[config.mk]
export PLATFORM = sky130hd
export DESIGN_NAME = debounce_multi
export DESIGN_NICKNAME = d
export VERILOG_FILES = /design/src/rtl/debounce_multi.sv
export SDC_FILE = /design/constraint.sdc
export NUM_CORES = 1
export LEC_CHECK = 0
export ABC_AREA = 1
export CAP_MARGIN = 5
export CELL_PAD_IN_SITES_DETAIL_PLACEMENT = 1
export CELL_PAD_IN_SITES_GLOBAL_PLACEMENT = 2
export CORE_MARGIN = 1
export CORE_UTILIZATION = 37
export DETAILED_ROUTE_END_ITERATION = 12
export PLACE_DENSITY = 0.9
export SETUP_SLACK_MARGIN = 0.1
export SYNTH_ARGS = -nofsm -noshare
export SYNTH_HDL_FRONTEND = slang
export SYNTH_SLANG_ARGS = --single-unit
[constraint.sdc]
create_clock -name clk -period 1.73 [get_ports clk]
set_clock_uncertainty 0.2 [all_clocks]
set_input_delay 0.346 -clock clk [delete_from_list [all_inputs] [get_ports clk]]
set_output_delay 0.346 -clock clk [all_outputs]
set_load 0.01 [all_outputs]
[src/rtl/debounce_multi.sv]
// Multi-channel input debouncer: two-flop synchroniser, per-channel stability counter, registered edge pulses.
// Optional auto-repeat of rise pulses on held inputs when DEBOUNCE_AUTOREPEAT_EN is defined.
module debounce_multi #(
    parameter int NUM_CH        = 4,
    parameter int STABLE_CYCLES = 65536,
    parameter int REPEAT_DELAY  = 25000000,
    parameter int REPEAT_PERIOD = 5000000
) (
    input  logic              clk,
    input  logic              reset_n,
    input  logic [NUM_CH-1:0] raw_in,
    output logic [NUM_CH-1:0] db_state,
    output logic [NUM_CH-1:0] rise_pulse,
    output logic [NUM_CH-1:0] fall_pulse,
    output logic              any_event
);

    localparam int CNT_W = $clog2(STABLE_CYCLES);
    localparam logic [CNT_W-1:0] CNT_LAST = CNT_W'(STABLE_CYCLES - 1);

    if (NUM_CH < 1 || STABLE_CYCLES < 2 || REPEAT_DELAY < 1 || REPEAT_PERIOD < 1) begin : g_param_check
        $error("debounce_multi: illegal parameter set");
    end

    logic [NUM_CH-1:0] sync0_r;
    logic [NUM_CH-1:0] sync1_r;
    logic [NUM_CH-1:0] db_r;
    logic [NUM_CH-1:0] rise_r;
    logic [NUM_CH-1:0] fall_r;
    logic              any_r;
    logic [CNT_W-1:0]  cnt_r      [NUM_CH];
    logic [CNT_W-1:0]  cnt_next_s [NUM_CH];
    logic [NUM_CH-1:0] toggle_s;
    logic [NUM_CH-1:0] rise_s;
    logic [NUM_CH-1:0] fall_s;
    logic [NUM_CH-1:0] rep_s;

    // Stability window: any cycle of agreement restarts the count; terminal count flips the state.
    always_comb begin
        for (int i = 0; i < NUM_CH; i++) begin
            cnt_next_s[i] = '0;
            toggle_s[i]   = 1'b0;
            if (sync1_r[i] == db_r[i]) begin
                cnt_next_s[i] = '0;
            end else if (cnt_r[i] == CNT_LAST) begin
                toggle_s[i]   = 1'b1;
                cnt_next_s[i] = '0;
            end else begin
                cnt_next_s[i] = cnt_r[i] + CNT_W'(1);
            end
        end
        rise_s = toggle_s & ~db_r;
        fall_s = toggle_s & db_r;
    end

`ifdef DEBOUNCE_AUTOREPEAT_EN
    localparam int HOLD_MAX = (REPEAT_DELAY > REPEAT_PERIOD) ? REPEAT_DELAY : REPEAT_PERIOD;
    localparam int HOLD_W   = $clog2(HOLD_MAX + 1);
    localparam logic [HOLD_W-1:0] DELAY_LAST  = HOLD_W'(REPEAT_DELAY - 1);
    localparam logic [HOLD_W-1:0] PERIOD_LAST = HOLD_W'(REPEAT_PERIOD - 1);

    logic [HOLD_W-1:0] hold_r      [NUM_CH];
    logic [HOLD_W-1:0] hold_next_s [NUM_CH];
    logic [NUM_CH-1:0] phase_r;
    logic [NUM_CH-1:0] phase_next_s;

    // Hold timer: phase 0 waits the initial delay, phase 1 spaces the periodic repeats.
    always_comb begin
        for (int i = 0; i < NUM_CH; i++) begin
            hold_next_s[i]  = hold_r[i];
            phase_next_s[i] = phase_r[i];
            rep_s[i]        = 1'b0;
            if (!db_r[i] || toggle_s[i]) begin
                hold_next_s[i]  = '0;
                phase_next_s[i] = 1'b0;
            end else if (!phase_r[i] && (hold_r[i] == DELAY_LAST)) begin
                rep_s[i]        = 1'b1;
                hold_next_s[i]  = '0;
                phase_next_s[i] = 1'b1;
            end else if (phase_r[i] && (hold_r[i] == PERIOD_LAST)) begin
                rep_s[i]        = 1'b1;
                hold_next_s[i]  = '0;
            end else begin
                hold_next_s[i]  = hold_r[i] + HOLD_W'(1);
            end
        end
    end

    // Hold timer registers.
    always_ff @(posedge clk or negedge reset_n) begin
        if (!reset_n) begin
            phase_r <= '0;
            for (int i = 0; i < NUM_CH; i++) begin
                hold_r[i] <= '0;
            end
        end else begin
            phase_r <= phase_next_s;
            for (int i = 0; i < NUM_CH; i++) begin
                hold_r[i] <= hold_next_s[i];
            end
        end
    end
`else
    assign rep_s = '0;
`endif

    // Synchroniser, debounced state, counters and registered event outputs.
    always_ff @(posedge clk or negedge reset_n) begin
        if (!reset_n) begin
            sync0_r <= '0;
            sync1_r <= '0;
            db_r    <= '0;
            rise_r  <= '0;
            fall_r  <= '0;
            any_r   <= 1'b0;
            for (int i = 0; i < NUM_CH; i++) begin
                cnt_r[i] <= '0;
            end
        end else begin
            sync0_r <= raw_in;
            sync1_r <= sync0_r;
            db_r    <= db_r ^ toggle_s;
            rise_r  <= rise_s | rep_s;
            fall_r  <= fall_s;
            any_r   <= |(rise_s | rep_s | fall_s);
            for (int i = 0; i < NUM_CH; i++) begin
                cnt_r[i] <= cnt_next_s[i];
            end
        end
    end

    assign db_state   = db_r;
    assign rise_pulse = rise_r;
    assign fall_pulse = fall_r;
    assign any_event  = any_r;

endmodule

==> summary.txt <==
Synth
  – Synth Area in XOR/XNOR: 0.0741
  – Compound-Gate Fraction of Synth Area: 0.0274
  – Cell Area, Synth: 4240 um^2
  – Unique masters post-synth: 26
  – Post-Synth Simple-Gate Area: 0.335
  – Post-synthesis mux area share: 0
  – Syn. warnings: 0
  – Sequential area share after synthesis: 0.502
  – Largest family of logic cells by synthesized area: simple AND/OR/NAND/NOR gates
  – Flops & latches, synth: 85
  – Avg Synthesized Cell Area: 8.33 um^2
  – Synthesized instance count: 509
  – Adder-Cell Fraction of Synth Area: 0.0118
  – Syn Nets: 519

GRT
  – GRT Residual Overflow: 0
  – Largest net degree at the start of global routing: 39
  – Global-route wire length before repair: 17200 um
  – Initial antenna violation count: 0
  – Vias in the first global route: 3650
  – GRT Overall Usage: 0.186

Timing
  – Final period utilization: 0.924
  – Achievable Freq: 625 MHz
  – Total negative slack: 0 ps
  – Final hold vios: 0
  – Pins over their slew limit: 0
  – RSZ-0062 raised after global routing: true
  – Tmin final: 1600 ps
  – Relative slew slack: 0.804
  – Worst-margin pin slew: 292 ps
  – Setup-failing EPs final: 0

Setup path
  – Critical path endpoint category: flop
  – Top cell by count, worst path: nor2_4
  – Worst-path cell chain: ha_4, nand2_4, nor2_4, nand2_2, nor2_4, nor2_4, inv_2, nor2_1
  – Worst endpoint required time: 1760 ps
  – Slowest Stage Delay on Critical Path: 400 ps
  – Worst path bufs/invs: 1
  – Critical Setup Path Class: flop to flop
  – Type of origin of the critical path: flop
  – Top Family by Delay on Critical Path: simple AND/OR/NAND/NOR gates
  – Crit-path slowest cell: dfrtp_1
  – Worst Path Arrival: 1630 ps
  – Critical path peak fanout: 5

Detailed routing
  – Final wirelength: 9810 um
  – # DRC: 0
  – Via density per instance: 4.85
  – Via Count: 3406
  – Routed Antenna Nets: 0
  – Drt pass-1 iters: 4
  – Drt wl/cell: 14.0 um
  – DR iter-0 viols: 62

Floorplan
  – IO Pins: 19
  – # rows: 38
  – DIE AREA: 11900 um^2
  – Core area: 11000 um^2
  – Die Width: 109 um
  – Die height: 109 um
  – Initial Util: 0.386

Job
  – Max_cap viols: 0

Clock network
  – Worst-path clk slew: 60 ps
  – Worst skew pair latency: 340 ps
  – Clock sink count: 85
  – TritonCTS clock tree: done
  – H-tree depth: 3
  – CTS root buf: clkbuf_16
  – CTS Buffer Depth: 2
  – Total CTS buffers: 9

Cells and area
  – Design area: 5130 um^2
  – Seq. cell area: 2130 um^2
  – Layout cells sized above 1: 0.169
  – Multi-input logic area: 2000 um^2
  – Area growth, synth to finish: 20.9%
  – Fillers: 1342
  – Commonest non-fill, non-tap cell in the layout: nor2_1
  – Nets: 567
  – Ant. Diodes: 0
  – Commonest cells after routing, fill and taps aside: 113 x nor2_1, 108 x nand2_1, 85 x dfrtp_1, 44 x inv_1, 26 x nand3_1

Placed design
  – Routability cong.: 0.784
  – Area post-placement: 4660 um^2
  – DP Wirelength: 6990 um
  – Port Buf Inserts: 18

Power and ir drop
  – LEAKAGE: 2.31 nW
  – Max VDD drop: 0.000378 V
  – Pwr dens: 795 nW/um^2

Outcome
  – Outcome: finished, final reports clean

Min path
  – Min-delay worst type: flop to flop
==> layer usage <==
layer	up-vias	global-route usage	wire, um
met3	13	0.0275	189
met4	0	0.0724	163
met5	-	0	0
met2	35	0.320	5000
met1	1686	0.235	4460
li1	1672	-	-
==> report_power, final <==
group,switching (mW),internal [mW],leakage (nW)
Sequential,0.0333,2.02,1.16
Combinational,0.115,0.0785,1.01
Clock,0.787,1.04,0.138
Total,0.936,3.14,2.31
==> worst reg2reg max path: stages, from the launching register on <==
cell	delay (ps)
dfrtp_1	400
ha_4	170
nand2_4	60
nor2_4	150
nand2_2	90
nor2_4	210
nor2_4	70
inv_2	100
nor2_1	50
==> metrics by stage <==
| stage | utilization | setup slack [ps] | power (mW) | hold slack, ps | cells |
|---|---|---|---|---|---|
| after floorplan | - | 245 | 2.15 | -150 | 509 |
| after global placement | 0.424 | 127 | 2.24 | 7.75 | 672 |
| after detailed placement | 0.424 | 44.2 | 2.25 | 11.3 | 672 |
| after CTS | 0.452 | 100 | 4.09 | 148 | 693 |
| after global routing | 0.467 | 24.5 | 4.22 | 156 | 702 |
| final | 0.467 | 131 | 4.08 | 144 | 702 |
==> state kept, by name (all words and copies together), names as in the netlist, named ones only <==
name        cells
cnt_r          64
fall_pulse      4
any_event       1
sync0_r         4
rise_pulse      4
sync1_r         4
==> final timing paths <==
kind,start,end,slack [ps],cells after the start
min in group asynchronous,reset_n,cnt_r[40],200,2
max in group asynchronous,reset_n,async pin,670,3
min reg2reg,sync0_r[3],sync1_r[3],140,0
max,cnt_r[1],cnt_r[9],130,8
min,sync0_r[3],sync1_r[3],140,0
max reg2reg,cnt_r[1],cnt_r[9],130,8
==> timing repair <==
item	4_1_cts	5_1_grt
buffers inserted	4	9
endpoints found under the hold margin	85	0
pin swaps	5	19
resized for setup	16	21
setup endpoints to repair	44	50
hold buffers	1	0
==> synth_stat cells <==
library cell / instances / share of area
nor2_2: 9 / 0.013
dfrtp_1: 85 / 0.50
nor3_1: 6 / 0.0071
o21ai_4: 1 / 0.0038
o21bai_1: 4 / 0.0071
nand3_1: 27 / 0.032
o21ai_0: 4 / 0.0047
nor2_4: 12 / 0.032
xor2_1: 23 / 0.048
nor2_8: 1 / 0.0047
nand2_1: 110 / 0.097
nand4_1: 8 / 0.012
xnor2_2: 1 / 0.0038
xnor2_1: 11 / 0.023
nand2_2: 10 / 0.015
nand2_4: 1 / 0.0027
nor2_1: 117 / 0.10
o21ai_1: 3 / 0.0035
nor3_2: 2 / 0.0047
nand3b_1: 1 / 0.0018
or2_1: 2 / 0.0030
nor3b_1: 4 / 0.0071
inv_1: 45 / 0.040
inv_2: 11 / 0.0097
a21oi_1: 7 / 0.0083
ha_1: 4 / 0.012
==> final cells by class <==
type,instances,area share
Multi-Input combinational cell,368,0.390
Clock buffer,12,0.0500
Inverter,56,0.0415
Sequential cell,85,0.415
Clock inverter,4,0.00439
Tap cell,140,0.0342
Timing Repair Buffer,37,0.0654
==> cells by family (layout without fill, tap and decap cells) <==
kind of cell | count (synthesis) | in the layout
buf+inv | 56 | 109
fa+ha+maj | 4 | 4
simple gates | 310 | 310
flops | 85 | 85
xor+xnor | 35 | 35
compound gates | 19 | 19
(Power assumes the default switching activity.)
